==> src/rtl/wsc_pkg.sv <==
// Shared types for the write-sequence checker: FSM state encoding and the
// helper that sizes the match-index port.
package wsc_pkg;

    typedef enum logic [2:0] {
        ST_IDLE = 3'd0,
        ST_RUN  = 3'd1,
        ST_HOLD = 3'd2,
        ST_PASS = 3'd3,
        ST_FAIL = 3'd4
    } wsc_state_t;

    localparam int CNT_W = 32;

    // Wide enough to hold every value from 0 up to and including num_checks.
    function automatic int idx_width(input int num_checks);
        return $clog2(num_checks + 1);
    endfunction

endpackage

==> src/rtl/wsc_timeout_ctr.sv <==
// Saturating run-cycle counter with a terminal-count flag at TIMEOUT_CYCLES-1.
// Clear has priority over enable.
module wsc_timeout_ctr
    import wsc_pkg::*;
#(
    parameter int TIMEOUT_CYCLES = 1000
) (
    input  logic             clk,
    input  logic             reset,
    input  logic             clear_i,
    input  logic             en_i,
    output logic [CNT_W-1:0] count_o,
    output logic             tc_o
);

    localparam logic [CNT_W-1:0] TC_VAL = CNT_W'(TIMEOUT_CYCLES - 1);

    logic [CNT_W-1:0] count_q;
    logic [CNT_W-1:0] count_d;

    always_comb begin
        count_d = count_q;
        if (clear_i) begin
            count_d = '0;
        end else if (en_i && (count_q != '1)) begin
            count_d = count_q + 1'b1;
        end
    end

    always_ff @(posedge clk or posedge reset) begin
        if (reset) begin
            count_q <= '0;
        end else begin
            count_q <= count_d;
        end
    end

    assign count_o = count_q;
    assign tc_o    = (count_q == TC_VAL);

endmodule

==> config.mk <==
export PLATFORM = sky130hd
export DESIGN_NAME = wsc_timeout_ctr
export DESIGN_NICKNAME = d
export VERILOG_FILES = /design/src/rtl/wsc_pkg.sv /design/src/rtl/wsc_timeout_ctr.sv
export SDC_FILE = /design/constraint.sdc
export NUM_CORES = 1
export LEC_CHECK = 0
export ABC_AREA = 1
export CAP_MARGIN = 20
export CORE_MARGIN = 5
export CORE_UTILIZATION = 46
export DETAILED_ROUTE_END_ITERATION = 10
export GPL_ROUTABILITY_DRIVEN = 1
export PLACE_DENSITY = 0.7
export SKIP_CTS_REPAIR_TIMING = 1
export SYNTH_ARGS = -nofsm -noshare
export SYNTH_HDL_FRONTEND = slang
export SYNTH_SLANG_ARGS = --single-unit
==> constraint.sdc <==
create_clock -name clk -period 3.7 [get_ports clk]
set_clock_uncertainty 0.15 [all_clocks]
set_input_delay 0.37 -clock clk [delete_from_list [all_inputs] [get_ports clk]]
set_output_delay 0.37 -clock clk [all_outputs]
set_load 0.01 [all_outputs]
==> results of run 1 <==
-- worst reg2reg max path, cell delays in order, from the launching register on --
cell      delay (ns)
dfrtp_1         0.41
ha_1            0.23
nand2_1         0.17
nor2_4          0.06
nand2_4         0.13
nor2_8          0.07
nand2_2         0.08
nand2_4         0.07
nand2_4         0.22
clkinv_2        0.33
nand2_1         0.15
nand2_1         0.06
-- cells in the final DEF, fill, tap and decap left out --
master           synthesis  routed
nand2_1                143     143
nor2_1                  57      57
inv_1                   37      37
clkdlybuf4s50_1          0      36
dfrtp_1                 32      32
nand3_1                 28      28
nand4_1                 13      13
o21ai_1                 11      11
o21ai_0                  9       9
clkbuf_8                 0       6
nor4_1                   5       5
xor2_1                   4       4
nor2_2                   3       3
nand2_2                  3       3
nand2_4                  3       3
buf_4                    0       3
nor2_4                   2       2
nor3_1                   2       2
clkbuf_1                 3       2
inv_2                    1       1
nor2_8                   1       1
clkinv_1                 1       1
clkinv_2                 1       1
a21oi_2                  1       1
xnor2_1                  1       1
a21oi_1                  1       1
and2_1                   1       1
nand3b_1                 1       1
ha_1                     1       1
-- worst min-delay path by stage --
stage,endpoint
after floorplan,count_o[0]
after global placement,count_o[1]
after detailed placement,count_o[1]
after CTS,count_o[2]
after global routing,count_o[2]
final,count_o[14]
-- through the flow --
step / setup WS, ns / cells / hold slack [ns] / total power, mW / cell area (um^2)
after CTS: 0.967 / 476 / 0.334 / 0.683 / 2820
after floorplan: 1.88 / 370 / 0.336 / 0.391 / 2320
after global routing: 0.849 / 476 / 0.405 / 0.711 / 2820
final: 0.956 / 476 / 0.324 / 0.676 / 2820
after detailed placement: 1.30 / 468 / 0.369 / 0.404 / 2730
after global placement: 1.30 / 468 / 0.360 / 0.404 / 2730
-- layout make-up --
cell class                 count  share of cell area [%]
clock buffer                   8                    3.19
inverter                      40                    5.37
multi-input combinational    290                    46.5
sequential                    32                    28.4
tap                           67                    2.97
timing repair buffer          39                    13.6
-- where the power goes --
part / internal [mW] / switching [mW]
combinational: 0.0127 / 0.0304
sequential: 0.352 / 0.00220
clock: 0.152 / 0.127
-- routing by layer --
metal | up-vias | GRT usage (%) | part of all wire (%)
met2 | 52 | 34.7 | 47
met3 | 6 | 3.88 | 4.5
met5 | - | 0 | 0
li1 | 1235 | - | -
met1 | 1077 | 29.0 | 48
met4 | 0 | 6.25 | 1.1
-- cell families (layout without fill, tap and decap cells) --
family	after synthesis	after routing
AOI/OAI and AO/OA	22	22
adders and majority gates	1	1
buffers and inverters	48	87
xor gates and xnor gates	5	5
and+or+nand+nor	262	262
DFF	32	32
==> impl_metrics.csv, run 1 <==
group,metric,value,unit
detailed_routing,routedWlPerCell,12.7,um
global_route,grt_antenna_before_repair,0,
synthesis,synth_top_family_by_area,"simple AND/OR/NAND/NOR gates",
global_route,grt_overflow_total,0,
layout,area_growth,21.3,%
synthesis,ys.flop_type,"dfrtp_1",
synthesis,yosysWarnings,0,
layout,regArea,801,um^2
timing,period_share,74.2,%
placement,gp_congestion,0.882,
synthesis,synth_xor_area_share,1.88,%
global_route,grt_pass1_wl,10900,um
detailed_routing,drt_iter0_drc,158,
synthesis,synth_most_common_cell,"nand2_1",
timing,setup_tns,0,ns
synthesis,synthArstFlopShare,100,%
detailed_routing,drc,0,
layout,multiInputGateArea,1310,um^2
run_status,outcome,"finished, final reports clean",
worst_setup_path,worstPathRequired,3.18,ns
detailed_routing,first_pass_iters,4,
timing,max_freq,364,MHz
synthesis,synth_compound_area_share,4.90,%
worst_setup_path,endpoint,"tc_o",
timing,relSlewSlack,44.6,%
timing,rsz0062_at_grt,"false",
worst_setup_path,worst_r2r_path_depth,11,
detailed_routing,viasPerCell,4.98,
synthesis,synthesis.area,2320,um^2
worst_setup_path,critical_path.top_delay_family,"simple AND/OR/NAND/NOR gates",
clock_tree,cts_buffer_depth,2,
synthesis,syn_nets,375,
floorplanning,die_w,81.1,um
worst_setup_path,setup.worst_path.end_class,"primary output",
worst_setup_path,cp_num_cells,6,
worst_setup_path,critPathLaunch,"count_o[1]",
worst_setup_path,path_max_fanout,4,
timing,drv_slew,0,
floorplanning,dieHeight,81.1,um
worst_setup_path,cp.buffers_inverters,1,
worst_setup_path,reg2reg_from,"count_o[1]",
worst_setup_path,crit_arrival,2.22,ns
layout,fill_cells,509,
detailed_routing,ant_nets,0,
worst_setup_path,r2r_end,"count_o[2]",
detailed_routing,num_vias,2370,
synthesis,synth_top_cells_by_area,"dfrtp_1 34%, nand2_1 23%, nor2_1 9.2%, nand3_1 6.0%, inv_1 6.0%",
synthesis,yosys-top-cells-count,"143 x nand2_1, 57 x nor2_1, 37 x inv_1, 32 x dfrtp_1, 28 x nand3_1",
worst_hold_path,min_path_type,"in -> async",
floorplanning,ios,37,
floorplanning,core_region_area,4820,um^2
floorplanning,start_util,48.3,%
clock_tree,clk_pin_slew,0.07,ns
layout,nNetsFinal,413,
synthesis,synthSimpleGateAreaFrac,49.1,%
power,power_density,240,nW/um^2
worst_setup_path,cp_slowest_cell,"clkdlybuf4s50_1",
clock_tree,cts_tree,"built",
worst_setup_path,crit_chain,"ha_1, nand2_1, nor4_1, nand3_1, nor2_1, clkdlybuf4s50_1",
global_route,grtUsageTotal,21.4,%
worst_setup_path,worstSetupStartpointType,"register",
synthesis,synthCells,370,
synthesis,synthMuxAreaShare,0,%
layout,fin_util,58.5,%
timing,worstMarginPinSlew,0.830,ns
synthesis,synth_edf_count,0,
clock_tree,clk_latency,0.28,ns
clock_tree,cts_htree_levels,2,
synthesis,yosysTopAreaCell,"dfrtp_1",
worst_setup_path,slowest_delay,0.57,ns
timing,setup_viol_count_final,0,
worst_setup_path,critPathKind,"reg -> out",
layout,n_antenna_cell,0,
timing,finalHoldViolCount,0,
detailed_routing,wirelength,6050,um
layout,drive_above_1_share,5.87,%
synthesis,synth_adder_area_share,0.538,%
floorplanning,dieArea,6580,um^2
synthesis,synth_top_area_share,34.4,%
floorplanning,num_rows,25,
synthesis,syn_avg_cell_area,6.28,um^2
placement,hpwlAfterDp,4500,um
placement,io_buffers,36,
global_route,grt_start_max_net_pins,33,
worst_setup_path,r2r_slack,1.46,ns
layout,largest_reg_flops,32,
flow_run,cap_viol_max_count,0,
synthesis,synth_cell_types,28,
clock_tree,clock_sinks,32,
timing,min_period,2.74,ns
synthesis,ys_ff_latch,32,
global_route,grt_pass1_vias,2332,
clock_tree,clockRootBuffer,"clkbuf_8",
synthesis,synth-seq-area-share,34.4,%
clock_tree,numCtsBuffers,5,
power,irDropWorstVdd,0.119,mV
power,p_leak,1.24,nW
Note: power is estimated with default switching activity, not from simulation.
==> run 2, diff against run 1 <==
clock period = 2.6 ns   (was 3.7 ns; I/O delays follow)
==> impl_metrics.csv, run 2 (synthesized netlist as in run 1, its figures left out) <==
group,metric,value,unit
run_status,outcome,"finished, final reports clean",
layout,mostFrequentLayoutCells,"143 x nand2_1, 57 x nor2_1, 37 x inv_1",
layout,largest_reg_flops,32,
layout,stdcell_count,477,
detailed_routing,drt_iter0_drc,171,
detailed_routing,viasPerCell,5.06,
timing,rsz0062_at_grt,"false",
floorplanning,start_util,48.3,%
timing,layout_setup_ws,0.363,ns
power,power_density,339,nW/um^2
timing,hold_ws,0.210,ns
placement,hpwlAfterDp,4600,um
placement,gp_congestion,0.912,
floorplanning,core_region_area,4820,um^2
timing,min_period,2.24,ns
worst_hold_path,min_path_type,"in -> async",
global_route,grt_pass1_vias,2260,
worst_setup_path,crit_arrival,2.25,ns
layout,area_growth,22.0,%
timing,finalHoldViolCount,0,
global_route,grt_antenna_before_repair,0,
layout,nNetsFinal,414,
layout,final_common_cell,"nand2_1",
timing,period_share,86.0,%
worst_setup_path,path_max_fanout,23,
flow_run,cap_viol_max_count,0,
timing,setup_viol_count_final,0,
floorplanning,dieArea,6580,um^2
floorplanning,die_w,81.1,um
global_route,grtUsageTotal,21.1,%
clock_tree,numCtsBuffers,5,
power,irDropWorstVdd,0.192,mV
timing,worstMarginPinSlew,0.464,ns
detailed_routing,first_pass_iters,4,
timing,setup_tns,0,ns
clock_tree,cts_buffer_depth,2,
clock_tree,clockRootBuffer,"clkbuf_8",
placement,post-place-cells,469,
timing,relSlewSlack,69.1,%
clock_tree,cts_tree,"built",
worst_setup_path,worstSetupStartpointType,"register",
timing,drv_slew,0,
clock_tree,clk_latency,0.28,ns
placement,io_buffers,36,
global_route,grt_start_max_net_pins,33,
clock_tree,clk_pin_slew,0.06,ns
detailed_routing,ant_nets,0,
layout,drive_above_1_share,6.34,%
power,p_leak,1.26,nW
placement,place_ws,0.348,ns
worst_setup_path,critPathKind,"reg -> reg",
layout,fin_util,58.9,%
layout,n_antenna_cell,0,
clock_tree,cts_htree_levels,2,
clock_tree,clock_sinks,32,
floorplanning,num_rows,25,
timing,max_freq,447,MHz
worst_setup_path,worstPathRequired,2.61,ns
detailed_routing,routedWlPerCell,13.0,um
global_route,grt_pass1_wl,10800,um
detailed_routing,num_vias,2415,
floorplanning,dieHeight,81.1,um
detailed_routing,drc,0,
global_route,grt_overflow_total,0,
worst_setup_path,setup.worst_path.end_class,"register",
detailed_routing,wirelength,6180,um
floorplanning,ios,37,
==> run 2: changes by cell type in the layout (fill, tap and decap cells not counted), sizes merged <==
cell	before	now
buf	3	4
clkdlybuf4s50	36	35
dlymetal6s2s	0	1
==> run 2: final cells by class <==
class                      count  area [um^2]
sequential                    32          801
multi-input combinational    290         1320
clock buffer                   8         90.1
fill                         510         1980
tap                           67         83.8
timing repair buffer          40          393
inverter                      40          151
==> run 2: per-stage QoR <==
step,total power [mW],cell area (um^2)
after floorplan,0.556,2320
after global placement,0.577,2740
after detailed placement,0.579,2740
after CTS,0.978,2830
after global routing,1.02,2840
final,0.961,2840
==> run 2: critical path: stages, from the launching register on <==
cell and delay (ns):
dfrtp_1 0.41, ha_1 0.23, nand2_1 0.18, nor2_4 0.06
nand2_4 0.12, nor2_8 0.06, nand2_2 0.08, nand2_4 0.07
nand2_4 0.22, clkinv_2 0.33, nand2_1 0.14, nand2_1 0.07
==> run 2: routing by layer <==
layer  track usage (%)  routed length [um]  share of wire, %  vias up
met5                 0                   0                 0        -
met4              6.59                  60              0.97        0
met3              4.66                 304               4.9        8
met2              33.3                2870                46       51
met1              28.7                2950                48     1109
li1                  -                   -                 -     1247
==> run 2: path summary, 6_finish.rpt <==
path,startpoint,end,slack (ns),cells after the start
max,count_o[1],count_o[4],0.36,11
min,reset,count_o[0],0.21,3
max reg2reg,count_o[1],count_o[4],0.36,11
min reg2reg,count_o[1],count_o[1],0.39,2
max in group asynchronous,reset,count_o[25],1.78,3
min in group clk,count_o[1],count_o[1],0.39,2
==> run 2: report_power, final <==
group / leakage [nW] / internal (mW) / total [mW] / switching [mW]
combinational: 0.772 / 0.0190 / 0.0647 / 0.0456
clock: 0.0455 / 0.216 / 0.392 / 0.177
sequential: 0.446 / 0.501 / 0.504 / 0.00323
total: 1.26 / 0.736 / 0.961 / 0.226
==> run 3, diff against run 2 <==
GPL_TIMING_DRIVEN = 0   (was not set)
==> impl_metrics.csv, run 3 (synthesized netlist as in run 1, its figures left out) <==
group,metric,value,unit
placement,hpwlAfterDp,4940,um
floorplanning,die_w,81.1,um
worst_setup_path,cp_slowest_cell,"dfrtp_1",
worst_setup_path,crit_arrival,2.24,ns
detailed_routing,num_vias,2460,
clock_tree,cts_buffer_depth,2,
global_route,grt_start_max_net_pins,18,
power,power.share.combinational,7.7,%
timing,rsz0062_at_grt,"false",
placement,place_ws,0.297,ns
worst_setup_path,reg2reg_from,"count_o[1]",
power,irDropWorstVdd,0.343,mV
global_route,grt_overflow_total,0,
global_route,grt_antenna_before_repair,0,
power,swShare,25.2,%
layout,drive_above_1_share,7.73,%
timing,setup_tns,0,ns
layout,largest_reg_flops,32,
power,p_leak,1.29,nW
flow_run,cap_viol_max_count,0,
timing,max_freq,462,MHz
worst_setup_path,cp.buffers_inverters,1,
floorplanning,dieHeight,81.1,um
worst_setup_path,critical_path.top_delay_family,"simple AND/OR/NAND/NOR gates",
detailed_routing,routedWlPerCell,13.4,um
worst_setup_path,slowest_delay,0.42,ns
layout,n_antenna_cell,0,
power,power_switching,0.248,mW
power,clockPowerShare,41.2,%
worst_setup_path,worstSetupStartpointType,"register",
layout,mostFrequentLayoutCells,"142 x nand2_1, 57 x nor2_1, 37 x inv_1",
worst_setup_path,crit_chain,"ha_2, nand2_2, nor2_4, nand2_4, nor2_8, a21oi_2, buf_2, nand4_1, nand2_1",
timing,worstMarginPinSlew,0.749,ns
detailed_routing,first_pass_iters,6,
worst_hold_path,min_path_type,"in -> async",
worst_setup_path,setup.worst_path.end_class,"register",
placement,gp_congestion,0.943,
placement,io_buffers,35,
worst_setup_path,r2r_end,"count_o[26]",
power,power_density,340,nW/um^2
worst_setup_path,r2r_slack,0.44,ns
clock_tree,cts_htree_levels,2,
worst_setup_path,path_max_fanout,10,
timing,relSlewSlack,50.0,%
detailed_routing,drc,0,
timing,layout_setup_ws,0.436,ns
clock_tree,clk_latency,0.28,ns
floorplanning,ios,37,
detailed_routing,viasPerCell,5.11,
worst_setup_path,critPathKind,"reg -> reg",
floorplanning,dieArea,6580,um^2
timing,finalHoldViolCount,0,
clock_tree,clock_sinks,32,
global_route,grt_pass1_vias,2287,
worst_setup_path,worst_r2r_path_depth,9,
floorplanning,start_util,48.3,%
clock_tree,clockRootBuffer,"clkbuf_8",
layout,fill_cells,479,
worst_setup_path,worstPathRequired,2.67,ns
timing,drv_slew,0,
floorplanning,num_rows,25,
floorplanning,core_region_area,4820,um^2
clock_tree,numCtsBuffers,5,
timing,min_period,2.16,ns
clock_tree,clk_pin_slew,0.07,ns
power,p_int,0.737,mW
layout,final_common_cell,"nand2_1",
detailed_routing,drt_iter0_drc,180,
layout,nNetsFinal,418,
layout,area_growth,24.8,%
global_route,grtUsageTotal,22.0,%
detailed_routing,wirelength,6450,um
timing,period_share,83.2,%
clock_tree,cts_tree,"built",
run_status,outcome,"finished, final reports clean",
global_route,grt_pass1_wl,11100,um
timing,setup_viol_count_final,0,
detailed_routing,ant_nets,0,
power,p_seq_share,51.1,%
[run 3: worst max path at each step]
stage                     from  cells past startpoint          end  slack (ns)
floorplan           count_o[0]                      9  count_o[14]        0.78
global placement    count_o[1]                      6         tc_o        0.33
detailed placement  count_o[1]                      6         tc_o        0.30
CTS                 count_o[1]                      6         tc_o       -0.04
global route        count_o[1]                      9  count_o[14]        0.31
finish              count_o[1]                      9  count_o[26]        0.44
[run 3: power groups by stage]
stage          logic [mW]  clock network, mW  registers, mW
6_report           0.0756              0.406          0.504
5_1_grt            0.0840              0.444          0.504
4_1_cts            0.0753              0.415          0.504
3_5_place_dp       0.0755                  0          0.513
3_3_place_gp       0.0692                  0          0.513
2_1_floorplan      0.0423                  0          0.514
[run 3: layer usage]
| layer | wire (um) | GRT usage [%] | share of wire, % | up-vias |
|---|---|---|---|---|
| met5 | 0 | 0 | 0 | - |
| li1 | - | - | - | 1251 |
| met1 | 3060 | 30.4 | 47 | 1129 |
| met3 | 344 | 3.77 | 5.3 | 9 |
| met2 | 2960 | 34.8 | 46 | 71 |
| met4 | 87 | 7.09 | 1.3 | 0 |
[run 3: cell type report]
cell class	instances	area [um^2]	area share, %
multi-input cells	290	1330	45.9
repair buffers	36	380	13.1
clock inverters	2	10.0	0.345
flip-flops and latches	32	801	27.6
well taps	67	83.8	2.89
plain buffers	8	61.3	2.11
inverters	40	151	5.22
clock buffers	6	82.6	2.85
[run 3: stage by stage]
stage                     area, um^2  util, %  total power [mW]  hold slack, ns  cells
after floorplan                 2320        -             0.556           0.226    370
after global placement          2760     57.3             0.582           0.354    472
after detailed placement        2790     57.8             0.589           0.372    473
after CTS                       2880     59.8             0.994           0.273    481
after global routing            2900     60.2              1.03           0.350    481
final                           2900     60.2             0.986           0.251    481
